===== src/rtl/nios_ii_base_mem_pkg.sv =====
// rtl/nios_ii_base_mem_pkg.sv - shared widths, depth and request record for the on-chip memory arbiter
package nios_ii_base_mem_pkg;
  localparam int MEM_ADDR_W = 15;
  localparam int MEM_DATA_W = 64;
  localparam int MEM_BE_W   = 8;
  localparam int MEM_DEPTH  = 32000;

  typedef struct packed {
    logic [MEM_ADDR_W-1:0] addr;
    logic [MEM_BE_W-1:0]   be;
    logic                  rd;
    logic                  wr;
    logic [MEM_DATA_W-1:0] wdata;
  } mem_req_t;
endpackage


===== src/rtl/nios_ii_base_rr_arbiter.sv =====
// rtl/nios_ii_base_rr_arbiter.sv - round-robin grant, searching upward from the master after the last grant
module nios_ii_base_rr_arbiter
  import nios_ii_base_mem_pkg::*;
#(
  parameter  int N    = 2,
  localparam int ID_W = $clog2(N)
) (
  input  logic            clk,
  input  logic            reset,
  input  logic [N-1:0]    req_i,
  input  logic            advance_i,
  output logic [N-1:0]    gnt_o,
  output logic [ID_W-1:0] gnt_id_o,
  output logic            gnt_valid_o
);
  logic [ID_W-1:0] last_grant_q, last_grant_d;

  always_comb begin
    gnt_o       = '0;
    gnt_id_o    = '0;
    gnt_valid_o = 1'b0;
    for (int k = 1; k <= N; k++) begin
      logic [ID_W-1:0] idx;
      idx = ID_W'((int'(last_grant_q) + k) % N);
      if (advance_i && !gnt_valid_o && req_i[idx]) begin
        gnt_valid_o = 1'b1;
        gnt_id_o    = idx;
        gnt_o[idx]  = 1'b1;
      end
    end
    last_grant_d = gnt_valid_o ? gnt_id_o : last_grant_q;
  end

  // Starting at N-1 makes master 0 the first in line after reset.
  always_ff @(posedge clk) begin
    if (reset) last_grant_q <= ID_W'(N - 1);
    else       last_grant_q <= last_grant_d;
  end
endmodule


===== src/rtl/nios_ii_base_onchip_mem_arbiter.sv =====
// rtl/nios_ii_base_onchip_mem_arbiter.sv - shares the single-port 64-bit on-chip memory between Avalon-MM masters
module nios_ii_base_onchip_mem_arbiter
  import nios_ii_base_mem_pkg::*;
#(
  parameter int NUM_MASTERS  = 2,
  parameter int MEM_DEPTH    = nios_ii_base_mem_pkg::MEM_DEPTH,
  parameter int READ_LATENCY = 1
) (
  input  logic                              clk,
  input  logic                              reset,
  input  logic [MEM_ADDR_W*NUM_MASTERS-1:0] m_address,
  input  logic [MEM_BE_W*NUM_MASTERS-1:0]   m_byteenable,
  input  logic [NUM_MASTERS-1:0]            m_read,
  input  logic [NUM_MASTERS-1:0]            m_write,
  input  logic [MEM_DATA_W*NUM_MASTERS-1:0] m_writedata,
  output logic [NUM_MASTERS-1:0]            m_waitrequest,
  output logic [MEM_DATA_W-1:0]             m_readdata,
  output logic [NUM_MASTERS-1:0]            m_readdatavalid,
  input  logic                              freeze,
  output logic [MEM_ADDR_W-1:0]             mem_address,
  output logic [MEM_BE_W-1:0]               mem_byteenable,
  output logic                              mem_chipselect,
  output logic                              mem_write,
  output logic [MEM_DATA_W-1:0]             mem_writedata,
  output logic                              mem_clken,
  input  logic [MEM_DATA_W-1:0]             mem_readdata
);
  localparam int ID_W = $clog2(NUM_MASTERS);

  if (READ_LATENCY != 1) begin : g_bad_read_latency
    $error("READ_LATENCY must be 1");
  end
  if (NUM_MASTERS < 2 || NUM_MASTERS > 8) begin : g_bad_num_masters
    $error("NUM_MASTERS must be 2..8");
  end

  logic [NUM_MASTERS-1:0] req, gnt;
  logic [ID_W-1:0]        gnt_id, sel_id;
  logic                   gnt_valid, in_range;
  mem_req_t               reqs [NUM_MASTERS];
  mem_req_t               sel_req;

  logic            rd_pend_valid_q, rd_pend_valid_d;
  logic [ID_W-1:0] rd_pend_id_q, rd_pend_id_d;
  logic            rd_pend_oor_q, rd_pend_oor_d;

  for (genvar i = 0; i < NUM_MASTERS; i++) begin : g_unpack
    assign reqs[i] = '{addr:  m_address[i*MEM_ADDR_W +: MEM_ADDR_W],
                       be:    m_byteenable[i*MEM_BE_W +: MEM_BE_W],
                       rd:    m_read[i],
                       wr:    m_write[i],
                       wdata: m_writedata[i*MEM_DATA_W +: MEM_DATA_W]};
  end

  assign req = m_read | m_write;

  nios_ii_base_rr_arbiter #(.N(NUM_MASTERS)) u_rr_arbiter (
    .clk         (clk),
    .reset       (reset),
    .req_i       (req),
    .advance_i   (~freeze & ~reset),
    .gnt_o       (gnt),
    .gnt_id_o    (gnt_id),
    .gnt_valid_o (gnt_valid)
  );

  assign sel_id   = gnt_valid ? gnt_id : '0;
  assign sel_req  = reqs[sel_id];
  assign in_range = 32'(sel_req.addr) < 32'(MEM_DEPTH);

  // Out-of-range accesses are still granted but never reach the memory.
  assign mem_address    = sel_req.addr;
  assign mem_byteenable = sel_req.be;
  assign mem_writedata  = sel_req.wdata;
  assign mem_chipselect = gnt_valid & in_range;
  assign mem_write      = gnt_valid & sel_req.wr & in_range;
  assign mem_clken      = ~freeze;

  assign m_waitrequest = reset ? '1 : (req & ~gnt);

  // A master asserting read and write together is treated as a write.
  assign rd_pend_valid_d = gnt_valid & sel_req.rd & ~sel_req.wr;
  assign rd_pend_id_d    = gnt_id;
  assign rd_pend_oor_d   = ~in_range;

  always_ff @(posedge clk) begin
    if (reset) begin
      rd_pend_valid_q <= 1'b0;
      rd_pend_id_q    <= '0;
      rd_pend_oor_q   <= 1'b0;
    end else begin
      rd_pend_valid_q <= rd_pend_valid_d;
      rd_pend_id_q    <= rd_pend_id_d;
      rd_pend_oor_q   <= rd_pend_oor_d;
    end
  end

  always_comb begin
    m_readdatavalid = '0;
    if (rd_pend_valid_q && !reset) m_readdatavalid[rd_pend_id_q] = 1'b1;
  end

  assign m_readdata = rd_pend_oor_q ? '0 : mem_readdata;
endmodule

===== config.mk =====
export PLATFORM = sky130hd
export DESIGN_NAME = nios_ii_base_onchip_mem_arbiter
export DESIGN_NICKNAME = d
export VERILOG_FILES = /design/src/rtl/nios_ii_base_mem_pkg.sv /design/src/rtl/nios_ii_base_rr_arbiter.sv /design/src/rtl/nios_ii_base_onchip_mem_arbiter.sv
export SDC_FILE = /design/constraint.sdc
export NUM_CORES = 1
export LEC_CHECK = 0
export BUFFER_PORTS_ARGS = -buffer_cell sky130_fd_sc_hd__buf_2
export CORE_AREA = 8 8 149 151
export DETAILED_ROUTE_END_ITERATION = 6
export DIE_AREA = 0 0 157 159
export PLACE_DENSITY = 0.44
export SYNTH_ARGS = -nofsm -noshare
export SYNTH_HDL_FRONTEND = slang
export SYNTH_SLANG_ARGS = --single-unit

===== constraint.sdc =====
create_clock -name clk -period 1.4 [get_ports clk]
set_clock_uncertainty 0.15 [all_clocks]
set_input_delay 0.07 -clock clk [delete_from_list [all_inputs] [get_ports clk]]
set_output_delay 0.07 -clock clk [all_outputs]
set_load 0.01 [all_outputs]

-- After elaboration in Yosys (flattened, before gate mapping)
Index checks and enable logic that the tools add are counted.
- add/sub/neg operators: 2
- magnitude comparators: 8
- multiplexer cells: 23
- bitwise logic cells: 15
- reduce and logical (&&, ||, !) cells: 9
- operator list (cell ; count):
    2-to-1 mux 89 bit ; 3
    2-to-1 mux 64 bit ; 1
    less-than comparator 15 bit (second input constant) ; 1
    2-to-1 mux 1 bit ; 12
    2-to-1 mux 2 bit ; 4
    logical AND 1 bit ; 7
    bitwise AND 1 bit ; 6
    less-than comparator 1 x 2 -> 1 bit (second input constant) ; 3
    inverter 1 bit ; 4
    OR 2 bit ; 2
    demux 1 bit (select 1 bit) ; 3
    greater-or-equal comparator 1 bit (second input constant) ; 3
    adder 1 bit (second input constant) ; 2
    bitwise AND 2 bit ; 1
    greater-or-equal comparator 2 bit (second input constant) ; 1
    logical NOT 1 bit ; 2
    inverter 1 -> 2 bit ; 1
    inverter 2 bit ; 1
- register bits after elaboration: 4
- bits of input ports: 245
- output and inout port bits: 158
- logic and storage cells: 61

-- Longest topological paths before layout
Gate-level depths: netlist (run 1).
- word-level depth: 16
- gate-level depth with buffers: 7
- depth with buffers taken out: 4

-- Modules after synthesis
A second synthesis (run 1) with hierarchy kept.
- cell total of the unflattened synthesis: 215
- area, all modules: 1850.5 µm²
- by module, submodules not included (module ; instances ; cells each ; area an instance (µm²) ; sequential area each (µm²)):
    nios_ii_base_onchip_mem_arbiter ; 1 ; 205 ; 1779.2 ; 60.1
    nios_ii_base_rr_arbiter ; 1 ; 10 ; 71.3 ; 20.0

-- Least setup slack after synthesis (run 1)
Ideal clock, no wire load.
- path kind: reg2reg
- start point: register u_rr_arbiter.last_grant_q
- end point: register u_rr_arbiter.last_grant_q
- setup time: 0.120 ns
- arrival time: 1.182 ns
- required time: 1.130 ns
- path slack: -0.052 ns
- stages on the path, launching flop included: 8
- path buffers: 3
- clock period less this slack: 1.452 ns
- cells stage by stage: dfxtp_1 o21ai_2 nand3b_1 buf_4 buf_8 buf_12 inv_2 a211o_1
- cells in the longest elaborated chain, start to end: 9
- elaborated cells on any way between the ends: 14
- classes of those cells: 2 x add/sub; 8 x mux; 4 x reduce/logical
- ends and longest elaborated chain (item ; RTL line ; text):
    from (decl) ; nios_ii_base_rr_arbiter.sv:16 ; logic [ID_W-1:0] last_grant_q, last_grant_d;
    from (signal assigned) ; nios_ii_base_rr_arbiter.sv:36 ; if (reset) last_grant_q <= ID_W'(N - 1);
    from (signal assigned) ; nios_ii_base_rr_arbiter.sv:37 ; else last_grant_q <= last_grant_d;
    adder 1 bit ; nios_ii_base_rr_arbiter.sv:24 ; idx = ID_W'((int'(last_grant_q) + k) % N);
    2-to-1 mux 1 bit (implied by the code) (2 in series) ; nios_ii_base_rr_arbiter.sv:25 ; if (advance_i && !gnt_valid_o && req_i[idx]) begin
    logical AND 1 bit ; nios_ii_base_rr_arbiter.sv:25 ;
    2-to-1 mux 1 bit ; nios_ii_base_rr_arbiter.sv:25 ;
    logical NOT 1 bit ; nios_ii_base_rr_arbiter.sv:25 ;
    logical AND 1 bit (2 in series) ; nios_ii_base_rr_arbiter.sv:25 ;
    2-to-1 mux 1 bit ; nios_ii_base_rr_arbiter.sv:25 ;
Several ways; a longest one is shown, not always the timed one. The select of a mux whose other input is x is not followed.
A chain may end at the register's enable or synchronous reset.

-- Final worst setup path (run 1)
- start point: register u_rr_arbiter.last_grant_q
- end point: output port mem_writedata[46]
- cells in the longest elaborated chain, start to end: 14
- elaborated cells on any way between the ends: 19
- classes of those cells: 2 x add/sub; 12 x mux; 1 x bitwise; 4 x reduce/logical
- ends and longest elaborated chain (item ; RTL line ; text):
    adder 1 bit ; nios_ii_base_rr_arbiter.sv:24 ;
    2-to-1 mux 1 bit (implied by the code) (2 in series) ; nios_ii_base_rr_arbiter.sv:25 ;
    logical AND 1 bit ; nios_ii_base_rr_arbiter.sv:25 ;
    2-to-1 mux 1 bit ; nios_ii_base_rr_arbiter.sv:25 ;
    logical NOT 1 bit ; nios_ii_base_rr_arbiter.sv:25 ;
    logical AND 1 bit (2 in series) ; nios_ii_base_rr_arbiter.sv:25 ;
    2-to-1 mux 1 bit ; nios_ii_base_rr_arbiter.sv:25 ;
    2-to-1 mux 1 bit (*) ; nios_ii_base_onchip_mem_arbiter.sv:67 ; assign sel_id = gnt_valid ? gnt_id : '0;
    inverter 1 -> 2 bit (implied by the code) (*) ; nios_ii_base_onchip_mem_arbiter.sv:68 ; assign sel_req = reqs[sel_id];
    2-to-1 mux 89 bit (implied by the code) (*) (3 in series) ; nios_ii_base_onchip_mem_arbiter.sv:68 ;
    to (decl) ; nios_ii_base_onchip_mem_arbiter.sv:24 ; output logic [MEM_DATA_W-1:0] mem_writedata,
Every way passes the cells marked *; elsewhere a longest branch is shown, timed or not. The select of a mux whose other input is x is not followed.

==> results of run 1 <==
-- worst min-delay path by stage --
stage                     slack, ps             to  cells past startpoint  start
after global routing             80  rd_pend_oor_q                      3  reset
final                            50  rd_pend_oor_q                      3  reset
after CTS                        50  rd_pend_oor_q                      3  reset
after detailed placement        290  rd_pend_oor_q                      3  reset
after global placement          290  rd_pend_oor_q                      3  reset
after floorplan                  -8  rd_pend_oor_q                      1  reset
-- critical path, delay by kind of cell, from the launching register on --
family / cells / cell delay, ps
compound gates: 1 / 60
buf+inv: 4 / 600
flops: 1 / 340
mux: 1 / 350
simple gates: 1 / 90
-- synthesized netlist by cell type --
master,instances,area (sq um)
a211o_1,1,8.76
a21oi_1,3,15.0
and3b_1,2,17.5
buf_12,1,20.0
buf_2,7,35.0
buf_4,1,7.51
buf_8,1,15.0
clkbuf_1,7,26.3
dfxtp_1,4,80.1
inv_1,1,3.75
inv_2,1,3.75
mux2_2,78,878
mux2_4,9,135
mux2i_1,1,10.0
nand2_1,1,3.75
nand2b_1,1,6.26
nand3b_1,1,7.51
nand4_1,2,12.5
nor2_1,7,26.3
nor2_2,1,6.26
nor2b_1,65,407
nor3b_1,1,7.51
o21ai_0,2,10.0
o21ai_2,1,8.76
o22ai_1,1,6.26
o41ai_1,1,8.76
or2_2,1,6.26
or4b_1,1,10.0
-- cell type report --
class	instances	area, sq um	area share [%]
antenna	4	10.0	0.183
clock buffer	3	75.1	1.37
inverter	2	7.51	0.137
multi-input combinational	180	1890	34.6
sequential	4	85.1	1.56
tap	270	338	6.18
timing repair buffer	446	3060	56.0
-- per-layer routing --
layer	part of all wire [%]	up-vias
li1	-	1573
met5	0.19	-
met3	13	26
met4	2.0	6
met2	53	248
met1	32	1431
-- metrics by stage --
step | setup slack, ps | util [%] | power [mW]
global route | -540 | 27.5 | 2.41
finish | -486 | 27.5 | 2.29
detailed placement | -338 | 21.9 | 1.46
CTS | -505 | 26.8 | 2.27
global placement | -291 | 21.9 | 1.46
floorplan | 0.355 | - | 0.649
-- sequential cells by signal, indices dropped and copies added, names as in the netlist --
signal	cells
u_rr_arbiter.last_grant_q	1
rd_pend_oor_q	1
rd_pend_valid_q	1
rd_pend_id_q	1
-- power groups by stage --
stage | combinational [mW] | clock (mW) | sequential (mW)
6_report | 1.72 | 0.442 | 0.123
5_1_grt | 1.83 | 0.457 | 0.124
4_1_cts | 1.69 | 0.452 | 0.123
3_5_place_dp | 1.33 | 0 | 0.127
3_3_place_gp | 1.34 | 0 | 0.126
2_1_floorplan | 0.524 | 0 | 0.125
-- repair_timing --
| item | in CTS | in global routing |
|---|---|---|
| endpoints found under the setup margin | 127 | 96 |
| pin swaps | 4 | 8 |
| cloned | 2 | 1 |
| buffers inserted | 7 | 4 |
| resized for setup | 185 | 30 |
-- cell families after synthesis --
kind of cell	count (synthesis)
muxes	88
DFF	4
and+or+nand+nor	83
AOI/OAI and AO/OA	9
buffers and inverters	19
==> results.yml, run 1 <==
worst_setup_path:
  cp-end-kind: "primary output"
  critPathLaunchType: "flop"
  rrSetupSlack_ps: -160
  critical_path.most_common_cell: "buf_6"
  crit_fanout: 9
  worstPathRequired_ps: 1180
  critPathLaunch: "u_rr_arbiter.last_grant_q"
  worstPathArrival_ps: 1670
  rr_worst_depth: 8
  worstSetupPathType: "flop to primary output"
  slowest_delay_ps: 350
  r2r_start: "u_rr_arbiter.last_grant_q"
  cpMaxStageDelayCell: "mux2_2"
  worstPathCellList: "o21ai_2, nand3b_1, buf_6, buf_12, clkbuf_16, mux2_2, buf_6"
  endpoint: "mem_writedata[46]"
  regToRegEndpoint: "u_rr_arbiter.last_grant_q"
global_route:
  grt_pass1_vias: 3746
  grt_max_degree: 22
  grt_pass1_wl_um: 24400
  use_met1_pct: 11.8
  grt_busiest_layer: "met2"
  use_met2_pct: 25.5
  antenna_found_initial: 10
  grt_use_met3_pct: 6.03
  grt.overflow.total: 0
  grt_usage_pct: 13.0
synth:
  synth-simple-area-share_pct: 28.6
  synth_warnings: 0
  synth_area_sq_mm: 0.00178
  ys_types: 28
  yosysSeqAreaShare_pct: 4.49
  syn_nets: 448
  synth_top_family_by_area: "multiplexers"
  synth_cells: 203
  yosys-mux-area-fraction_pct: 57.4
  synth_compound_area_share_pct: 3.23
  synth_adder_area_share_pct: 0
  post_synth.cell_area_avg_sq_um: 8.78
  ys_seq_elements: 4
  synthXorXnorAreaFrac_pct: 0
route:
  drt_iter0_markers: 91
  dr.pass1.iters: 4
  avgViaCountPerCell: 3.61
  via_count: 3284
  drc: 0
  wirelength_um: 17800
  wl_per_cell_um: 19.6
  postRouteAntennaNets: 0
pwr:
  pwr-share-comb_pct: 75.3
  p_leak_nw: 3.15
  ir_worst_vdd_mv: 0.274
  netSwitchingFraction_pct: 33.1
  p_int_mw: 1.53
  p_per_area_mw_per_mm2: 418
  p_clk_share_pct: 19.3
  p_switching_mw: 0.756
  p_seq_share_pct: 5.4
floorplanning:
  die_area_sq_mm: 0.0250
  die_w_um: 157
  io_pins: 403
  initial_core_util_pct: 8.98
  core_region_area_sq_mm: 0.0198
  chipHeight_um: 159
  rows: 52
placed_design:
  io_buffers: 402
  place.gp.congestion: 0.826
  dpl.hpwl_um: 15900
  dp.cells: 892
  place_area_sq_mm: 0.00435
clock_tree:
  cts_hold_buf: 0
  cts_buffers: 3
  htreeDepth: 1
  clk_pin_slew_ps: 30
  clock_latency_ps: 220
  cts_tree: "done"
  cts.sinks: 4
  cts_root_buffer: "clkbuf_16"
  clockBufferDepth: 2
sta:
  hold_viol: 0
  fin_ws_ps: -486
  slew_viol_final: 0
  setup_tns_ps: -38050
  worstMarginPinSlew_ps: 506
  rsz0062_at_grt: "true"
  max_slew_margin_pct: 65.8
  finalWorstPathRequiredPeriod_ps: 1890
  finalCritPeriodShare_pct: 135
  fmax_mhz: 530
  finalSetupViolCount: 93
  fin_hold_ws_ps: 51.5
worst_hold_path:
  hp-class: "input pin to flop"
finish:
  fin_cells: 909
  area_growth_pct: 207
  fin_nets: 882
  fin_area_sq_mm: 0.00547
  nFillCells: 2154
  final_cell_mix: "buf_2, buf_6, mux2_4, nor2b_1, buf_4"
  final_common_cell: "buf_2"
  drive_gt1_share_pct: 87.2
run_status:
  status: "finished with violations"
  violations: "setup timing"
job:
  drv_cap: 0
No activity file was read; power rests on OpenSTA's default activity.
==> run 2, diff against run 1 <==
--- a/config.mk
+++ b/config.mk
@@ -5,11 +5,12 @@
 export SDC_FILE = /design/constraint.sdc
 export NUM_CORES = 1
 export LEC_CHECK = 0
+export ABC_AREA = 1
 export BUFFER_PORTS_ARGS = -buffer_cell sky130_fd_sc_hd__buf_2
-export CORE_AREA = 8 8 149 151
+export CORE_AREA = 8 8 150 152
 export DETAILED_ROUTE_END_ITERATION = 6
-export DIE_AREA = 0 0 157 159
-export PLACE_DENSITY = 0.44
+export DIE_AREA = 0 0 158 160
+export PLACE_DENSITY = 0.45
 export SYNTH_ARGS = -nofsm -noshare
 export SYNTH_HDL_FRONTEND = slang
 export SYNTH_SLANG_ARGS = --single-unit
==> run 2 against run 1 <==
- the flow still finishes with violations (setup timing)
- hold slack improved by 37 ps
- critical path depth is 2 higher
- global-route usage decreased by 2.5 points
- design area down 12%
- clock power up 2%
- sequential power is essentially flat
- combinational power is 16% lower
- clock-buffer cell count unchanged
- routed wire length down 16%
- setup slack better by 230 ps
- first-iteration DRC count grew to 2.8 times the previous value
- critical path type unchanged
- highest routed layer is now met4
==> results.yml, run 2 <==
run_status:
  status: "finished with violations"
  violations: "setup timing"
sta:
  max_slew_margin_pct: 82.6
  rsz0062_at_grt: "true"
  finalCritPeriodShare_pct: 118
  slew_viol_final: 0
  finalSetupViolCount: 88
  worstMarginPinSlew_ps: 262
  setup_tns_ps: -15710
  fin_hold_ws_ps: 88.1
  hold_viol: 0
  fmax_mhz: 605
  finalWorstPathRequiredPeriod_ps: 1650
  fin_ws_ps: -253
pwr:
  ir_worst_vdd_mv: 0.245
  total_power_mw: 2.01
  p_leak_nw: 3.32
  p_per_area_mw_per_mm2: 418
clock_tree:
  htreeDepth: 1
  clock_latency_ps: 220
  cts.sinks: 4
  cts_tree: "done"
  clockBufferDepth: 2
  cts_buffers: 3
  cts_root_buffer: "clkbuf_16"
  clk_pin_slew_ps: 30
route:
  dr.pass1.iters: 4
  drt_iter0_markers: 258
  postRouteAntennaNets: 0
  via_count: 3973
  drc: 0
  wirelength_um: 15000
  wl_per_cell_um: 13.0
  drt-met1-wl_um: 5240
  avgViaCountPerCell: 3.45
  top_layer_used: "met4"
  wl_met2_um: 7870
  met3WireLength_um: 1820
synth:
  synth_warnings: 0
  postSynth.asyncResetShare_pct: 0
  synth_top_area_share_pct: 49.3
  synth.most_common_cell: "nand2_1"
  ys_top_cells_by_count: "nand2_1, inv_1, nor2_1, buf_6, buf_2"
  synth_area_sq_mm: 0.00197
  synth-edff-count: 0
  syn_nets: 708
  post_synth.cell_area_avg_sq_um: 4.26
  synth_cells: 463
  yosys.area.top_type: "nand2_1"
  ys_seq_elements: 4
  synth_ff_type: "dfxtp_1"
  ys_types: 20
  yosysSeqAreaShare_pct: 4.06
  ys_top_cells_by_area: "nand2_1, inv_1, nor2_1, buf_6, dfxtp_1"
finish:
  antenna_cells: 0
  final_common_cell: "buf_2"
  final_cell_mix: "buf_2, nand2_1, inv_1, nor2_1, buf_4"
  fin_nets: 1129
  fin_area_sq_mm: 0.00481
  post-route-util_pct: 24.0
  area_growth_pct: 144
  drive_gt1_share_pct: 54.6
global_route:
  grt_max_degree: 65
  grt_pass1_vias: 4002
  grt_usage_pct: 10.5
  grt_pass1_wl_um: 21400
  antenna_found_initial: 0
  grt.overflow.total: 0
worst_setup_path:
  critPathLaunchType: "flop"
  worstSetupPathType: "flop to primary output"
  critPathLaunch: "u_rr_arbiter.last_grant_q"
  worstPathArrival_ps: 1430
  crit_fanout: 8
  cp-end-kind: "primary output"
  worstPathRequired_ps: 1180
  r2r_start: "u_rr_arbiter.last_grant_q"
placed_design:
  place_area_sq_mm: 0.00441
  io_buffers: 402
  place.gp.congestion: 0.798
  dpl.hpwl_um: 13100
floorplanning:
  die_area_sq_mm: 0.0253
  chipHeight_um: 160
  core_region_area_sq_mm: 0.0200
  rows: 52
  die_w_um: 158
  initial_core_util_pct: 9.84
  io_pins: 403
job:
  drv_cap: 0
worst_hold_path:
  hp-start: "reset"
  hp-class: "input pin to flop"
run 2: changes by cell type in the layout (fill, tap and decap cells not counted), sizes merged, moves of 65 or more:
cell   delta
inv      +79
mux2     -87
nand2   +263
nor2b    -65
nor2     +67
run 2: path summary, 6_finish.rpt:
check	end	slack, ps	cells past startpoint
worst max register to register	rd_pend_oor_q	-90	10
worst min register to register	u_rr_arbiter.last_grant_q	430	3
worst min-delay path	u_rr_arbiter.last_grant_q	90	4
worst max-delay path	mem_write	-250	9
run 2: cell families (layout without fill, tap and decap cells):
logic type      after synthesis  count (layout)  synth area share (%)
simple gates                349             349                  70.4
buf+inv                     106             525                  24.5
compound gates                4               4                  1.02
flops                         4               4                  4.06
run 2: worst max-delay path, stage by stage, from the launching register on:
cell	delay, ps
dfxtp_2	340
nand2_4	60
nand2_4	100
buf_12	140
nand2_1	60
nand2_2	90
nand3_4	100
nor2_4	140
nor2_2	50
buf_2	130
run 2: layout make-up:
| type | instances | area (sq um) |
|---|---|---|
| tap | 270 | 338 |
| clock buffer | 3 | 75.1 |
| multi-input combinational | 353 | 1510 |
| fill | 2369 | 15200 |
| sequential | 4 | 82.6 |
| inverter | 81 | 309 |
| timing repair buffer | 441 | 2500 |
run 2: metal layers:
layer / vias up / GRT usage, %
met2: 208 / 20.9
met3: 6 / 3.08
met4: 0 / 1.42
met5: - / 0
li1: 2137 / -
met1: 1622 / 10.5
run 2: what timing repair did:
action | 4_1_cts | 5_1_grt
pin swaps | 7 | 8
hold endpoints to repair | 1 | 0
setup buffers | 12 | 3
hold buffers | 1 | 0
resized for setup | 26 | 31
cloned | 1 | 0
setup endpoints to repair | 86 | 89
run 2: per-stage QoR:
stage	instances	setup slack (ps)
5_1_grt	1152	-322
4_1_cts	1153	-275
6_report	1152	-253
3_3_place_gp	1136	-110
2_1_floorplan	463	75.6
3_5_place_dp	1136	-100
run 2: power breakdown:
group / internal [mW] / switching (mW)
clock network: 0.365 / 0.0846
registers: 0.120 / 0.00324
logic: 0.721 / 0.718
total: 1.21 / 0.806
